`src/rtl/spi_flash_responder.sv`:
```
// spi_flash_responder: mode-3 SPI flash READ (0x03) target fed by a byte memory port; SPI_RESP_FAST_READ_EN adds 0x0B with 8 dummy clocks
module spi_flash_responder #(
  parameter int   ADDR_W      = 24,
  parameter int   SYNC_STAGES = 2,
  parameter logic IDLE_MISO   = 1'b1
) (
  input  logic              clk_i,
  input  logic              rst_ni,
  input  logic              spi_cs_i,
  input  logic              spi_sclk_i,
  input  logic              spi_mosi_i,
  output logic              spi_miso_o,
  output logic              spi_miso_oe_o,
  output logic              mem_req_o,
  output logic [ADDR_W-1:0] mem_addr_o,
  input  logic              mem_ack_i,
  input  logic [7:0]        mem_rdata_i,
  output logic              busy_o,
  output logic              cmd_err_o,
  output logic              underrun_o
);
`ifdef SPI_RESP_FAST_READ_EN
  typedef enum logic [2:0] {IDLE, CMD, ADDR, DUMMY, DATA, IGNORE} state_e;
  logic fast_q;
`else
  typedef enum logic [2:0] {IDLE, CMD, ADDR, DATA, IGNORE} state_e;
`endif
  state_e state_q, state_d;
  logic [SYNC_STAGES-1:0] cs_sync_q, sclk_sync_q, mosi_sync_q;
  logic cs_d1_q, sclk_d1_q, cs_s, sclk_s, mosi_s, cs_fall, rise, fall, last_bit;
  logic cmd_ok, addr_done, boundary, ack, ack_use, want;
  logic [2:0] bit_cnt_q;
  logic [1:0] byte_cnt_q;
  logic [22:0] rx_q;
  logic [23:0] rx_next;
  logic [7:0] tx_q, tx_d, nbuf_q;
  logic nbuf_valid_q, pend_q, drop_q, mem_req_q, miso_q, miso_d, oe_q, oe_d, cmd_err_q, underrun_q;
  logic [ADDR_W-1:0] addr_q, waddr, mem_addr_q;
  assign cs_s      = cs_sync_q[SYNC_STAGES-1];
  assign sclk_s    = sclk_sync_q[SYNC_STAGES-1];
  assign mosi_s    = mosi_sync_q[SYNC_STAGES-1];
  assign cs_fall   = cs_d1_q & ~cs_s;
  assign rise      = ~cs_s & sclk_s & ~sclk_d1_q;
  assign fall      = ~cs_s & ~sclk_s & sclk_d1_q;
  assign last_bit  = rise & (bit_cnt_q == 3'd7);
  assign rx_next   = {rx_q, mosi_s};
`ifdef SPI_RESP_FAST_READ_EN
  assign cmd_ok    = (rx_next[7:0] == 8'h03) | (rx_next[7:0] == 8'h0B);
`else
  assign cmd_ok    = rx_next[7:0] == 8'h03;
`endif
  assign addr_done = (state_q == ADDR) & last_bit & (byte_cnt_q == 2'd2);
  assign boundary  = (state_q == DATA) & fall & (bit_cnt_q == 3'd0);
  assign ack       = mem_ack_i & mem_req_q;
  assign ack_use   = ack & ~drop_q;
  assign want      = addr_done | boundary;
  assign waddr     = (state_q == ADDR) ? rx_next[ADDR_W-1:0] : addr_q + ADDR_W'(1);
  assign spi_miso_o    = miso_q;
  assign spi_miso_oe_o = oe_q;
  assign mem_req_o     = mem_req_q;
  assign mem_addr_o    = mem_addr_q;
  assign busy_o        = ~cs_s;
  assign cmd_err_o     = cmd_err_q;
  assign underrun_o    = underrun_q;
  always_ff @(posedge clk_i or negedge rst_ni)
    if (!rst_ni) state_q <= IDLE;
    else state_q <= state_d;
  always_comb begin
    state_d = state_q;
    if (cs_s) state_d = IDLE;
    else
      case (state_q)
        IDLE:    state_d = CMD;
        CMD:     if (last_bit) state_d = cmd_ok ? ADDR : IGNORE;
`ifdef SPI_RESP_FAST_READ_EN
        ADDR:    if (addr_done) state_d = fast_q ? DUMMY : DATA;
        DUMMY:   if (last_bit) state_d = DATA;
`else
        ADDR:    if (addr_done) state_d = DATA;
`endif
        default: state_d = state_q;
      endcase
  end
  // A fetch acked on the boundary edge itself goes straight into the shifter
  always_comb begin
    tx_d   = boundary ? (ack_use ? mem_rdata_i : nbuf_valid_q ? nbuf_q : 8'h00)
           : ((state_q == DATA) & fall) ? {tx_q[6:0], 1'b0} : tx_q;
    oe_d   = state_d == DATA;
    miso_d = oe_d ? tx_d[7] : IDLE_MISO;
  end
  always_ff @(posedge clk_i or negedge rst_ni)
    if (!rst_ni) begin
      cs_sync_q   <= '1;
      sclk_sync_q <= '1;
      mosi_sync_q <= '0;
      cs_d1_q     <= 1'b1;
      sclk_d1_q   <= 1'b1;
    end else begin
      cs_sync_q   <= {cs_sync_q[SYNC_STAGES-2:0], spi_cs_i};
      sclk_sync_q <= {sclk_sync_q[SYNC_STAGES-2:0], spi_sclk_i};
      mosi_sync_q <= {mosi_sync_q[SYNC_STAGES-2:0], spi_mosi_i};
      cs_d1_q     <= cs_s;
      sclk_d1_q   <= sclk_s;
    end
  always_ff @(posedge clk_i or negedge rst_ni)
    if (!rst_ni) begin
      bit_cnt_q    <= '0;
      byte_cnt_q   <= '0;
      rx_q         <= '0;
      tx_q         <= '0;
      nbuf_q       <= '0;
      nbuf_valid_q <= 1'b0;
      pend_q       <= 1'b0;
      drop_q       <= 1'b0;
      addr_q       <= '0;
      mem_addr_q   <= '0;
      mem_req_q    <= 1'b0;
      miso_q       <= IDLE_MISO;
      oe_q         <= 1'b0;
      cmd_err_q    <= 1'b0;
      underrun_q   <= 1'b0;
`ifdef SPI_RESP_FAST_READ_EN
      fast_q       <= 1'b0;
`endif
    end else begin
      tx_q      <= tx_d;
      miso_q    <= miso_d;
      oe_q      <= oe_d;
      cmd_err_q <= (state_q == CMD) & last_bit & ~cmd_ok;
      if (cs_s) bit_cnt_q <= '0;
      else if (rise) bit_cnt_q <= bit_cnt_q + 3'd1;
      if (rise) rx_q <= rx_next[22:0];
      if (state_q != ADDR) byte_cnt_q <= '0;
      else if (last_bit) byte_cnt_q <= byte_cnt_q + 2'd1;
`ifdef SPI_RESP_FAST_READ_EN
      if ((state_q == CMD) & last_bit) fast_q <= rx_next[7:0] == 8'h0B;
`endif
      if (cs_fall) underrun_q <= 1'b0;
      else if (boundary & ~ack_use & ~nbuf_valid_q) underrun_q <= 1'b1;
      if (ack_use) begin
        nbuf_q       <= mem_rdata_i;
        nbuf_valid_q <= 1'b1;
      end
      if (boundary | cs_s) nbuf_valid_q <= 1'b0;
      if (ack) begin
        mem_req_q <= 1'b0;
        drop_q    <= 1'b0;
      end
      // A still-pending fetch at a new request is stale: drop its data and refetch
      if (want) begin
        addr_q <= waddr;
        if (!mem_req_q) begin
          mem_req_q  <= 1'b1;
          mem_addr_q <= waddr;
        end else begin
          pend_q <= 1'b1;
          if (!ack) drop_q <= 1'b1;
        end
      end else if (pend_q & ~mem_req_q) begin
        mem_req_q  <= 1'b1;
        mem_addr_q <= addr_q;
        pend_q     <= 1'b0;
      end
      if (cs_s) begin
        pend_q <= 1'b0;
        if (mem_req_q & ~ack) drop_q <= 1'b1;
      end
    end
endmodule

```
`config.mk`:
```
export PLATFORM = sky130hd
export DESIGN_NAME = spi_flash_responder
export DESIGN_NICKNAME = d
export VERILOG_FILES = /design/src/rtl/spi_flash_responder.sv
export SDC_FILE = /design/constraint.sdc
export NUM_CORES = 1
export LEC_CHECK = 0
export CORE_MARGIN = 5
export CORE_UTILIZATION = 45
export DETAILED_ROUTE_END_ITERATION = 16
export GPL_TIMING_DRIVEN = 0
export MAX_ROUTING_LAYER = met4
export PLACE_DENSITY = 0.75
export SLEW_MARGIN = 20
export SYNTH_ARGS = -nofsm -noshare
export SYNTH_HDL_FRONTEND = slang
export SYNTH_SLANG_ARGS = --single-unit
```
`constraint.sdc`:
```
create_clock -name clk_i -period 4.1 [get_ports clk_i]
set_input_delay 1.025 -clock clk_i [delete_from_list [all_inputs] [get_ports clk_i]]
set_output_delay 1.025 -clock clk_i [all_outputs]
set_load 0.02 [all_outputs]
```
==> qor.yml, run 1 <==
fin_util_pct: 53.5
slew_headroom_pct: 51.6
status: "completed"
p_comb_share_pct: 7.9
drt_iter0_markers: 259
antenna_left: 0
p_leak_nw: 2.57
io_pins: 44
ctsHtreeMaxLevel: 3
overflow: 0
final_nets: 541
hpwl_mm: 8.65
syn_nets: 486
slew_viol_final: 0
avgSynthCellArea_um2: 11.0
place_congestion: 0.909
cts-buffers-inserted: 9
die-area_mm2: 0.0136
grt_pass1_vias: 3895
clk_latency_ns: 0.36
yosysUniqueCellTypes: 52
synth_edf_count: 0
yosysWarnings: 0
crit_fanout: 10
postCtsSetupRepairBufs: 0
cts_tree: "yes"
antenna_found_initial: 0
fin_hold_ws_ns: 0.356
drc_errors: 0
endpoint_kind: "output pin"
clockBufferDepth: 2
n_antenna_cell: 0
worst_slew_pin_slew_ns: 0.722
ys.flop_type: "dfrtp_1"
area_growth_syn_to_layout_pct: 17.9
clk_pin_slew_ns: 0.07
peakVddDrop_mv: 0.198
grt_pass1_wl_mm: 20.1
switching_power_mw: 0.512
grt_max_degree: 78
cts_resized: 0
clockPowerShare_pct: 37.6
routedWlPerCell_um: 18.2
finalCritPeriodShare_pct: 69.7
routed_via_density: 5.85
fp.dieH_um: 117
cp.arrival_ns: 1.83
num_vias: 3910
synth_seq_cells: 111
drive_gt1_share_pct: 17.0
dp_slack_ns: 1.15
synth_top_area_share_pct: 50.7
maxCapViolations: 0
hold_class: "reg -> reg"
finClkSkew_ns: 0.00823
coreArea_mm2: 0.0113
synth_common_cells: "104 x dfrtp_1, 46 x mux2_2, 44 x nor2_1"
synth.area.top_cells: "dfrtp_1 51%, mux2_2 10%, dfstp_2 3.6%"
cp-start-kind: "register"
rsz0062_at_grt: "false"
synthCells: 467
setup_violations: 0
seqPwrFrac_pct: 54.5
syn-cell-area_mm2: 0.00513
initial_utilization_pct: 45.3
routed_wl_mm: 12.2
setup_ws_ns: 1.24
root_buffer: "clkbuf_16"
required_ns: 3.07
first_pass_iters: 8
hold_violations: 0
ys_seq_area_share_pct: 54.3
grtUsageTotal_pct: 19.8
switching_share_pct: 22.5
path_class: "reg -> out"
synth.most_common_cell: "dfrtp_1"
p_int_mw: 1.77
fin_crit_ns: 2.86
yosys.area.top_type: "dfrtp_1"
clkSinkCount: 111
async_flop_share_pct: 100
power.density_mw_per_mm2: 377
fillers: 1015
num_rows: 39
cts_hold_buf: 0
io_buffers: 43
die_width_um: 117
clock.fmax_mhz: 350
==> cell type report <==
type	instances	area, µm²	area share [%]
clock buffers	13	250	4.13
multi-input cells	321	2180	36.0
well taps	143	179	2.96
clock inverters	1	30.0	0.496
inverters	9	33.8	0.558
repair buffers	44	459	7.59
flip-flops and latches	111	2790	46.0
plain buffers	26	136	2.25
==> stage by stage <==
step	std cells	TNS, ns	total power, mW	area [µm²]
after global placement	653	-226.22	1.43	5740
after detailed placement	654	0	1.45	5770
after CTS	668	0	2.30	6050
after global routing	668	0	2.39	6050
after floorplan	467	0	1.36	5130
final	668	0	2.28	6050
==> state kept, by name, summed over array words and instances (netlist names), 2 cells and up <==
register / count
byte_cnt_q: 2
cs_sync_q: 2
mem_addr_o: 24
nbuf_q: 8
sclk_sync_q: 2
addr_q: 24
mosi_sync_q: 2
state_q: 3
tx_q: 8
rx_q: 23
bit_cnt_q: 3
==> per-layer routing <==
metal  wire length, µm  global-route usage (%)
met2              5580                    29.4
met4               164                    6.42
met5                 0                       -
met3               621                    3.75
met1              5800                    27.6
==> cell usage in the layout, fill, tap and decap left out, drive strengths merged, types with 2 or more instances in the layout <==
master         synthesis  routed
dfrtp                104     104
mux2                  46      46
nor2                  45      45
clkdlybuf4s50          0      42
nand2                 42      42
clkbuf                14      27
a21oi                 19      19
a31oi                 17      17
buf                   12      14
nand4                 12      12
o21ai                 11      11
nand3                 11      11
nand2b                11      11
o31ai                 10      10
inv                    9       9
o22a                   9       9
nor3                   9       9
and3                   8       8
o22ai                  7       7
dfstp                  7       7
nor2b                  6       6
a22oi                  6       6
a22o                   5       5
ha                     5       5
nor4                   5       5
and4                   4       4
a211oi                 4       4
a41oi                  4       4
o31a                   2       2
or4                    2       2
and2                   2       2
a41o                   2       2
o2bb2ai                2       2
o41ai                  2       2
xnor2                  2       2
or3b                   2       2
nor3b                  2       2
==> logic make-up after synthesis <==
group,synth area share [%]
compound gates,13.7
mux,10.1
fa+ha+maj,1.22
buf+inv,3.31
flops,54.3
simple gates,17.0
xor+xnor,0.341
==> critical path, cell delays in order, from the launching register on <==
cell and delay, ns:
dfstp_2 0.56, buf_2 0.22, inv_1 0.14, clkdlybuf4s50_1 0.56
==> final timing paths <==
check / startpoint / end / slack (ns) / cells after the start
worst max-delay path: cs_sync_q[1] / busy_o / 1.24 / 3
worst min-delay path: mosi_sync_q[0] / mosi_sync_q[1] / 0.36 / 0
worst max register to register: bit_cnt_q[0] / mem_addr_o[19] / 1.66 / 8
worst min register to register: mosi_sync_q[0] / mosi_sync_q[1] / 0.36 / 0
max in group asynchronous: rst_ni / cs_d1_q / 2.86 / 2
min in group asynchronous: rst_ni / mosi_sync_q[0] / 0.55 / 1
==> power by group through the flow <==
stage / sequential, mW / clock (mW) / combinational (mW)
4_1_cts: 1.24 / 0.879 / 0.184
3_3_place_gp: 1.26 / 0 / 0.173
2_1_floorplan: 1.24 / 0 / 0.121
6_report: 1.24 / 0.857 / 0.180
3_5_place_dp: 1.26 / 0 / 0.183
5_1_grt: 1.25 / 0.930 / 0.204
Note: power is estimated with default switching activity, not from simulation.
==> run 2: changes to the inputs <==
--- a/config.mk
+++ b/config.mk
@@ -10,7 +10,7 @@
 export DETAILED_ROUTE_END_ITERATION = 16
 export GPL_TIMING_DRIVEN = 0
 export MAX_ROUTING_LAYER = met4
-export PLACE_DENSITY = 0.75
+export PLACE_DENSITY = 0.77
 export SLEW_MARGIN = 20
 export SYNTH_ARGS = -nofsm -noshare
 export SYNTH_HDL_FRONTEND = slang
==> constraint.sdc (replaced) <==
create_clock -name clk_i -period 2.6 [get_ports clk_i]
set_input_delay 0.65 -clock clk_i [delete_from_list [all_inputs] [get_ports clk_i]]
set_output_delay 0.65 -clock clk_i [all_outputs]
set_load 0.02 [all_outputs]
==> qor.yml, run 2 (same netlist as run 1, synthesis figures left out) <==
status: "completed"
grtUsageTotal_pct: 19.9  # +0.13 points
drc_errors: 0  # unchanged
rrSetupSlack_ns: 0.14  # -1.52 ns
initial_utilization_pct: 45.3  # unchanged
power.density_mw_per_mm2: 597  # +58%
grt_pass1_vias: 3860  # -0.90%
coreArea_mm2: 0.0113  # unchanged
cts_hold_buf: 0  # unchanged
cp-start-kind: "register"
crit-reg2reg-capture: "mem_addr_o[9]"
die_width_um: 117  # unchanged
cp_top_family: "buffers and inverters"
n_antenna_cell: 0  # unchanged
ctsHtreeMaxLevel: 3  # unchanged
io_buffers: 43  # unchanged
r2r_cells: 7  # -1
fin_hold_ws_ns: 0.210  # -0.145 ns
crit_fanout: 10  # unchanged
hold_violations: 0  # unchanged
peakVddDrop_mv: 0.369  # +87%
slew_viol_final: 0  # unchanged
num_vias: 3913  # +0.077%
mostFrequentLayoutCells: "104 x dfrtp_1, 46 x mux2_2, 44 x nor2_1"
setup_ws_ns: 0.0959  # -1.15 ns
routedWlPerCell_um: 18.4  # +0.90%
drive_gt1_share_pct: 17.6  # +0.69 points
rsz0062_at_grt: "false"
setup_violations: 0  # unchanged
area_growth_syn_to_layout_pct: 18.4
dp_slack_ns: 0.00893  # -1.14 ns
cts_tree: "yes"
finalCritPeriodShare_pct: 96.3
drt_iter0_markers: 317  # +22%
stdcell_count: 670  # +0.30%
antenna_left: 0  # unchanged
overflow: 0  # unchanged
num_rows: 39  # unchanged
first_pass_iters: 4  # -4
slew_headroom_pct: 58.2  # +6.6 points
postCtsSetupRepairBufs: 0  # unchanged
cp_slowest_cell: "dfstp_2"
power_mw: 3.63  # +59%
hold_class: "in -> async"
routed_via_density: 5.84  # -0.22%
maxCapViolations: 0  # unchanged
finClkSkew_ns: 0.0120  # +0.00378 ns
rr_startpoint: "bit_cnt_q[0]"
die-area_mm2: 0.0136  # unchanged
grt_max_degree: 67  # -14%
endpoint_kind: "output pin"
hpwl_mm: 8.92  # +3.1%
antenna_found_initial: 0  # unchanged
routed_wl_mm: 12.3  # +1.2%
dp.cells: 654  # unchanged
clock.fmax_mhz: 399
clk_pin_slew_ns: 0.07  # about the same
cpPeakStageDelay_ns: 0.56  # about the same
clkSinkCount: 111  # unchanged
final_nets: 541  # unchanged
place_congestion: 0.923  # +1.5%
clk_latency_ns: 0.35  # about the same
path_class: "reg -> out"
grt_pass1_wl_mm: 20.4  # +1.3%
io_pins: 44  # unchanged
required_ns: 1.95  # -1.12 ns
fin_crit_ns: 2.50
worstPathCellList: "buf_2 -> inv_1 -> clkdlybuf4s50_1"
cts-buffers-inserted: 9  # unchanged
path_buf_inv: 3  # unchanged
fp.dieH_um: 117  # unchanged
clockBufferDepth: 2  # unchanged
mostFrequentLayoutCell: "dfrtp_1"
p_leak_nw: 2.58  # +0.40%
root_buffer: "clkbuf_16"
worst_slew_pin_slew_ns: 0.621  # -0.101 ns
cp.arrival_ns: 1.85  # +0.02 ns
==> run 2: timing repair <==
| item | in CTS | in global routing |
|---|---|---|
| endpoints found under the hold margin | 0 | 0 |
| gates resized for setup | 0 | 1 |
| endpoints found under the setup margin | 0 | 8 |
==> run 2: area by class of cell <==
class,instances,area (µm²)
Tap cell,143,179
Timing Repair Buffer,44,459
Clock inverter,6,68.8
Buffer,26,136
Inverter,9,33.8
Sequential cell,111,2790
Multi-Input combinational cell,321,2190
Clock buffer,10,229
Fill cell,1038,5240
==> run 2: power breakdown <==
group          internal (mW)  total [mW]  switching, mW
clock network          0.755        1.38          0.629
registers               1.87        1.96         0.0911
logic                  0.153       0.284          0.131
==> run 2: worst max-delay path by stage <==
stage / start / endpoint / slack [ns] / cells after the start
finish: cs_sync_q[1] / busy_o / 0.1 / 3
global route: bit_cnt_q[0] / mem_addr_o[9] / 0.008 / 7
CTS: cs_sync_q[1] / busy_o / 0.08 / 3
detailed placement: mem_ack_i / spi_miso_o / 0.009 / 7
global placement: rst_ni / addr_q[19] / -3.26 / 1
floorplan: bit_cnt_q[0] / mem_addr_o[19] / 0.55 / 8
==> run 2: per-stage QoR <==
stage          instance area [µm²]  utilization, %  setup TNS [ns]
3_3_place_gp                  5740            50.7         -351.76
4_1_cts                       6070            53.6               0
3_5_place_dp                  5770            51.0               0
2_1_floorplan                 5130               -               0
6_report                      6080            53.7               0
5_1_grt                       6080            53.7               0
==> run 2: metal layers <==
metal  part of all wire [%]  GRT usage [%]
met1                     46           27.2
met2                     47           30.8
met3                    5.2           3.39
met4                    1.6           5.81
met5                      0              -
==> run 3: changes to the inputs <==
--- a/config.mk
+++ b/config.mk
@@ -7,6 +7,7 @@
 export LEC_CHECK = 0
 export CORE_MARGIN = 5
 export CORE_UTILIZATION = 45
+export CTS_CLUSTER_SIZE = 40
 export DETAILED_ROUTE_END_ITERATION = 16
 export GPL_TIMING_DRIVEN = 0
 export MAX_ROUTING_LAYER = met4
==> results of run 3 <==
Same layout as run 2: the final DEF is identical, and so are final timing and power.
